[config.mk]
export PLATFORM = sky130hd
export DESIGN_NAME = button_conditioner
export DESIGN_NICKNAME = d
export VERILOG_FILES = /design/src/rtl/button_pkg.sv /design/src/rtl/button_conditioner_channel.sv /design/src/rtl/button_conditioner.sv
export SDC_FILE = /design/constraint.sdc
export NUM_CORES = 1
export LEC_CHECK = 0
export BUFFER_PORTS_ARGS = -buffer_cell sky130_fd_sc_hd__buf_2
export CORE_MARGIN = 10
export CORE_UTILIZATION = 55
export CTS_BUF_LIST = sky130_fd_sc_hd__clkbuf_8
export DETAILED_ROUTE_END_ITERATION = 12
export PLACE_DENSITY = 0.7
export SYNTH_ARGS = -nofsm -noshare
export SYNTH_HDL_FRONTEND = slang
export SYNTH_HIERARCHICAL = 1
export SYNTH_SLANG_ARGS = --single-unit
export TNS_END_PERCENT = 10
[constraint.sdc]
create_clock -name clk -period 5.08 [get_ports clk]
set_input_delay 0.254 -clock clk [delete_from_list [all_inputs] [get_ports clk]]
set_output_delay 0.254 -clock clk [all_outputs]
set_load 0.02 [all_outputs]
[src/rtl/button_pkg.sv]
// -----------------------------------------------------------------------------
// button_pkg
//   Shared types and helpers for the push-button front end.
//   - deb_state_t : per-channel debounce FSM state encoding (2 bits).
//   - cnt_width() : width of the per-channel stable-cycle counter.
// -----------------------------------------------------------------------------
package button_pkg;

  typedef enum logic [1:0] {
    IDLE         = 2'd0,  // settled released, level 0
    PRESS_WAIT   = 2'd1,  // candidate press, counting stable high samples
    HELD         = 2'd2,  // settled pressed, level 1
    RELEASE_WAIT = 2'd3   // candidate release, counting stable low samples
  } deb_state_t;

  // The counter must hold the largest terminal value it is compared against.
  // The repeat period only contributes when auto-repeat is built in.
  function automatic int cnt_width(input int debounce_cycles,
                                   input int repeat_cycles,
                                   input bit use_repeat);
    int span;
    span = debounce_cycles;
    if (use_repeat && (repeat_cycles > debounce_cycles)) begin
      span = repeat_cycles;
    end
    return $clog2(span + 1);
  endfunction

endpackage

[src/rtl/button_conditioner_channel.sv]
// -----------------------------------------------------------------------------
// debounce_channel
//   One button channel: 2-flop synchronizer, 4-state debounce FSM and a
//   stable-cycle counter. Emits a registered debounced level and a registered
//   one-cycle pulse on each accepted press (never on release).
//
//   Build option: BUTTON_AUTOREPEAT_EN -- when defined, a held button also
//   produces a pulse every REPEAT_CYCLES cycles after the press pulse.
//
//   Ports
//     clk       : system clock, rising edge
//     rst_n     : asynchronous active-low reset
//     btn_raw   : raw button level, asynchronous, may bounce
//     btn_level : debounced level (registered)
//     btn_pulse : one-cycle press pulse (registered)
// -----------------------------------------------------------------------------
module debounce_channel
  import button_pkg::*;
#(
  parameter int DEBOUNCE_CYCLES = 500_000,
  parameter int REPEAT_CYCLES   = 25_000_000
) (
  input  logic clk,
  input  logic rst_n,
  input  logic btn_raw,
  output logic btn_level,
  output logic btn_pulse
);

`ifdef BUTTON_AUTOREPEAT_EN
  localparam bit USE_REPEAT = 1'b1;
`else
  localparam bit USE_REPEAT = 1'b0;
`endif

  localparam int            CW       = cnt_width(DEBOUNCE_CYCLES, REPEAT_CYCLES, USE_REPEAT);
  localparam logic [CW-1:0] DEB_LAST = CW'(DEBOUNCE_CYCLES - 1);
`ifdef BUTTON_AUTOREPEAT_EN
  localparam logic [CW-1:0] REP_LAST = CW'(REPEAT_CYCLES - 1);
`endif

  logic [1:0]    sync_q;
  logic          sync;
  deb_state_t    state, state_nxt;
  logic [CW-1:0] cnt, cnt_nxt;
  logic          level_nxt;
  logic          pulse_nxt;

  assign sync = sync_q[1];

  // Two-flop synchronizer; btn_raw has no timing relationship to clk.
  // NOTE: clocked state uses non-blocking assignments so every flop samples
  // pre-edge values; blocking here would collapse the two stages into one.
  always_ff @(posedge clk or negedge rst_n) begin
    if (!rst_n) begin
      sync_q <= '0;
    end else begin
      sync_q <= {sync_q[0], btn_raw};
    end
  end

  // Next-state logic. The counter is cleared or reloaded on every transition
  // and only advances below its terminal compare, so it can never wrap.
  always_comb begin
    // NOTE: every output of this block is defaulted first so no path leaves a
    // signal unassigned, which would otherwise infer a latch.
    state_nxt = state;
    cnt_nxt   = cnt;
    level_nxt = btn_level;
    pulse_nxt = 1'b0;
    unique case (state)
      IDLE: begin
        if (sync) begin
          state_nxt = PRESS_WAIT;
          cnt_nxt   = CW'(1);
        end else begin
          cnt_nxt   = '0;
        end
      end
      PRESS_WAIT: begin
        if (!sync) begin
          state_nxt = IDLE;       // glitch, no pulse
          cnt_nxt   = '0;
        end else if (cnt == DEB_LAST) begin
          state_nxt = HELD;
          level_nxt = 1'b1;
          pulse_nxt = 1'b1;
          cnt_nxt   = '0;
        end else begin
          cnt_nxt   = cnt + 1'b1;
        end
      end
      HELD: begin
        if (!sync) begin
          state_nxt = RELEASE_WAIT;
          cnt_nxt   = CW'(1);
        end else begin
`ifdef BUTTON_AUTOREPEAT_EN
          if (cnt == REP_LAST) begin
            pulse_nxt = 1'b1;
            cnt_nxt   = '0;
          end else begin
            cnt_nxt   = cnt + 1'b1;
          end
`else
          cnt_nxt = '0;
`endif
        end
      end
      RELEASE_WAIT: begin
        if (sync) begin
          state_nxt = HELD;       // release glitch, no new pulse
          cnt_nxt   = '0;
        end else if (cnt == DEB_LAST) begin
          state_nxt = IDLE;
          level_nxt = 1'b0;
          cnt_nxt   = '0;
        end else begin
          cnt_nxt   = cnt + 1'b1;
        end
      end
      default: begin
        state_nxt = IDLE;
        level_nxt = 1'b0;
        cnt_nxt   = '0;
      end
    endcase
  end

  always_ff @(posedge clk or negedge rst_n) begin
    if (!rst_n) begin
      state     <= IDLE;
      cnt       <= '0;
      btn_level <= 1'b0;
      btn_pulse <= 1'b0;
    end else begin
      state     <= state_nxt;
      cnt       <= cnt_nxt;
      btn_level <= level_nxt;
      btn_pulse <= pulse_nxt;
    end
  end

endmodule

[src/rtl/button_conditioner.sv]
// -----------------------------------------------------------------------------
// button_conditioner
//   Synchronizes, debounces and edge-detects N_BTN raw push buttons, producing
//   one-cycle command pulses for the accumulator controller (bit 0 -> b1 add
//   request, bit 1 -> b2 acknowledge/clear). Channels are independent;
//   simultaneous presses pulse in the same cycle.
//
//   Build option: BUTTON_AUTOREPEAT_EN -- enables auto-repeat pulses on held
//   buttons every REPEAT_CYCLES cycles.
//
//   Ports
//     clk       : system clock, rising edge
//     rst_n     : asynchronous active-low reset
//     btn_raw   : [N_BTN] raw button levels, active-high, asynchronous
//     btn_level : [N_BTN] debounced registered levels
//     btn_pulse : [N_BTN] one-cycle press pulses
// -----------------------------------------------------------------------------
module button_conditioner
  import button_pkg::*;
#(
  parameter int N_BTN           = 2,
  parameter int DEBOUNCE_CYCLES = 500_000,
  parameter int REPEAT_CYCLES   = 25_000_000
) (
  input  logic             clk,
  input  logic             rst_n,
  input  logic [N_BTN-1:0] btn_raw,
  output logic [N_BTN-1:0] btn_level,
  output logic [N_BTN-1:0] btn_pulse
);

  for (genvar i = 0; i < N_BTN; i++) begin : g_ch
    debounce_channel #(
      .DEBOUNCE_CYCLES (DEBOUNCE_CYCLES),
      .REPEAT_CYCLES   (REPEAT_CYCLES)
    ) u_ch (
      .clk       (clk),
      .rst_n     (rst_n),
      .btn_raw   (btn_raw[i]),
      .btn_level (btn_level[i]),
      .btn_pulse (btn_pulse[i])
    );
  end

endmodule

==> metrics.yaml <==
status: "complete, no violations"
antenna_cells: 0
postCtsResizedCells: 0
final_cell_mix: "dfrtp_1, nor2_1, xnor2_1, xor2_1, inv_1"
seq_area_frac_synth_pct: 50.76
yosys_register_bits: 50
synth-simple-area-share_pct: 26.70
io_pins: 8
cp_max_fo: 18
syn-num-nets: 246
yosysWarnings: 6
rows: 24
grt_pass1_vias: 1588
synth-compound-area-share_pct: 6.091
critPathLaunchType: "flop"
grt_usage_pct: 11.64
pre_cts_ws_ns: 3.024
timing.rr.end: "g_ch[1].u_ch/cnt[16]"
finalHoldViolCount: 0
finalMaxSlewViolations: 0
cp.required_ns: 5.28
vias: 1676
grt_max_degree: 51
rr_worst_depth: 5
wl_per_cell_um: 13.60
die_y_um: 86.95
grt_pass1_wl_um: 7224
cts_tree: "done"
portBuffers: 7
area_growth_pct: 6.091
drc_errors: 0
reg2reg_slack_ns: 3.02
start_util_pct: 56.61
antenna_found_initial: 0
clock_latency_ns: 0.30
netlist_area_mm2: 0.002465
max-vdd-ir-drop_mv: 0.1947
synthAdderAreaFrac_pct: 1.015
path_class: "flop to flop"
htreeDepth: 2
fin_ws_ns: 3.021
hold_path.class: "input pin to async pin"
rsz0062_at_grt: "no"
setup.worst_path.end_class: "flop"
dieArea_mm2: 0.007559
finalNetCount: 253
timing.final.crit_share_pct: 40.53
syn_inst: 240
fin_crit_ns: 2.059
core-area_mm2: 0.004354
die_w_um: 86.95
clock.fmax_mhz: 485.7
p_leak_nw: 1.115
gp_congestion: 0.7848
reg2reg_from: "g_ch[1].u_ch/cnt[0]"
dp_hpwl_um: 2874
post_cts_buffers: 0
cap_violations: 0
worst_pin_slew_ns: 0.6038
vias_per_cell: 5.587
tns_ns: 0
first_iter_violations: 172
root_buffer: "clkbuf_8"
clkTransAtPathRegs_ns: 0.09
hold_buffers: 0
clock-sinks: 50
synth_cell_types: 35
final_common_cell: "dfrtp_1"
drt-total-wl_um: 4079
grt_overflow: 0
cts_made_buffers: 5
ant_nets: 0
drive_above_1_share_pct: 13.31
synthMuxAreaShare_pct: 0.9137
powerDensity_mw_per_mm2: 267.6
setup_viol: 0
syn_avg_cell_area_um2: 10.27
cts_max_path_buffers: 2
dr.pass1.iters: 4
arrival_ns: 2.26
slew_headroom_pct: 59.75
synth_xor_area_share_pct: 9.949
synth_top_family_by_area: "simple AND/OR/NAND/NOR gates"
num-fill-cells: 357
skew_ns: 0.01261
==> state kept, by name, summed over array words and instances, names as in the netlist, named ones only <==
signal and flops:
g_ch.u_ch/sync_q 4, g_ch.u_ch/cnt 38, g_ch.u_ch/btn_level 2, g_ch.u_ch/btn_pulse 2, g_ch.u_ch/state 2
==> stage by stage <==
stage,hold WS [ns],cells,utilization (%),total power [W],cell area [um2]
floorplan,-0.04159,240,-,0.0004265,2465
global placement,0.3350,292,57.53,0.0004350,2505
detailed placement,0.3418,292,57.53,0.0004354,2505
CTS,0.04016,300,60.06,0.0007084,2615
global route,0.03915,300,60.06,0.0007289,2615
finish,0.03418,300,60.06,0.0006998,2615
==> synthesized netlist by cell type <==
library cell  number  share of area, %
a21oi_1            4              0.81
a211o_1            2              0.71
nor4b_1            2              0.71
and4_2             2              0.81
nor2b_1            2              0.51
nor2_1            36               5.5
or3_1              4               1.0
o21ai_0            6               1.2
xor2_1            14               5.0
nand3_1           12               2.4
or4_4              2              0.91
nor4_1             4               1.0
xnor2_1           14               5.0
o21ba_2            2              0.81
a21oi_2            2              0.71
inv_1             12               1.8
buf_6              4               1.8
or3_4              2              0.91
nand4_1           12               3.0
o211ai_1           2              0.61
mux2_2             2              0.91
o31ai_1            2              0.61
buf_4              2              0.61
ha_1               2               1.0
a211oi_1           2              0.61
clkbuf_1           2              0.30
or3b_2             2              0.71
nor4_2             2               1.0
and3_1            10               2.5
nor3_1             4              0.81
nand2_1           12               1.8
nand4_2            2               1.0
and4_1             4               1.4
dfrtp_1           50                51
and2_1             2              0.51
==> per-layer routing <==
| layer | global-route usage (%) | vias up | share of wire (%) |
|---|---|---|---|
| met5 | 0 | - | 0 |
| met2 | 17.06 | 19 | 43 |
| li1 | - | 856 | - |
| met1 | 16.06 | 795 | 53 |
| met4 | 4.418 | 0 | 1.4 |
| met3 | 2.903 | 6 | 2.6 |
==> worst max path at each step <==
stage                              start                   end  slack [ns]  cells after the start
floorplan            g_ch[0].u_ch/cnt[0]  g_ch[0].u_ch/cnt[13]        3.27                      8
CTS                 g_ch[1].u_ch/cnt[10]  g_ch[1].u_ch/cnt[16]        3.00                      4
finish               g_ch[1].u_ch/cnt[0]  g_ch[1].u_ch/cnt[16]        3.02                      5
global placement     g_ch[1].u_ch/cnt[0]  g_ch[1].u_ch/cnt[16]        3.10                      5
detailed placement  g_ch[1].u_ch/cnt[10]  g_ch[1].u_ch/cnt[16]        3.02                      4
global route        g_ch[1].u_ch/cnt[10]  g_ch[1].u_ch/cnt[16]        2.79                      4
==> kinds of logic (layout without fill, tap and decap cells) <==
kind of cell / after synthesis / after routing
compound gates: 22 / 22
xor+xnor: 28 / 28
fa+ha+maj: 2 / 2
buf+inv: 20 / 28
flops: 50 / 50
mux: 2 / 2
simple gates: 116 / 116
==> power breakdown <==
group	internal, W	switching, W	total, W
registers	0.000402	0.00000384	0.000406
clock network	0.000145	0.000128	0.000273
logic	0.00000549	0.0000152	0.0000206
total	0.000553	0.000147	0.000700
==> worst max-delay path, cell delays in order (launching register included) <==
cell and delay (ns):
dfrtp_1 0.40, ha_1 0.21, and4_1 0.35, and3_1 0.24
a211o_1 0.51, o21ba_2 0.24
==> area by class of cell <==
cell class,count,area (um2),share of cell area (%)
tap,52,65.06,2.488
sequential,50,1251,47.85
inverter,12,45.04,1.722
clock inverter,3,41.29,1.579
clock buffer,5,68.82,2.632
timing repair buffer,8,42.54,1.627
multi-input combinational,170,1101,42.11
Power figures use the tool's default switching activity.
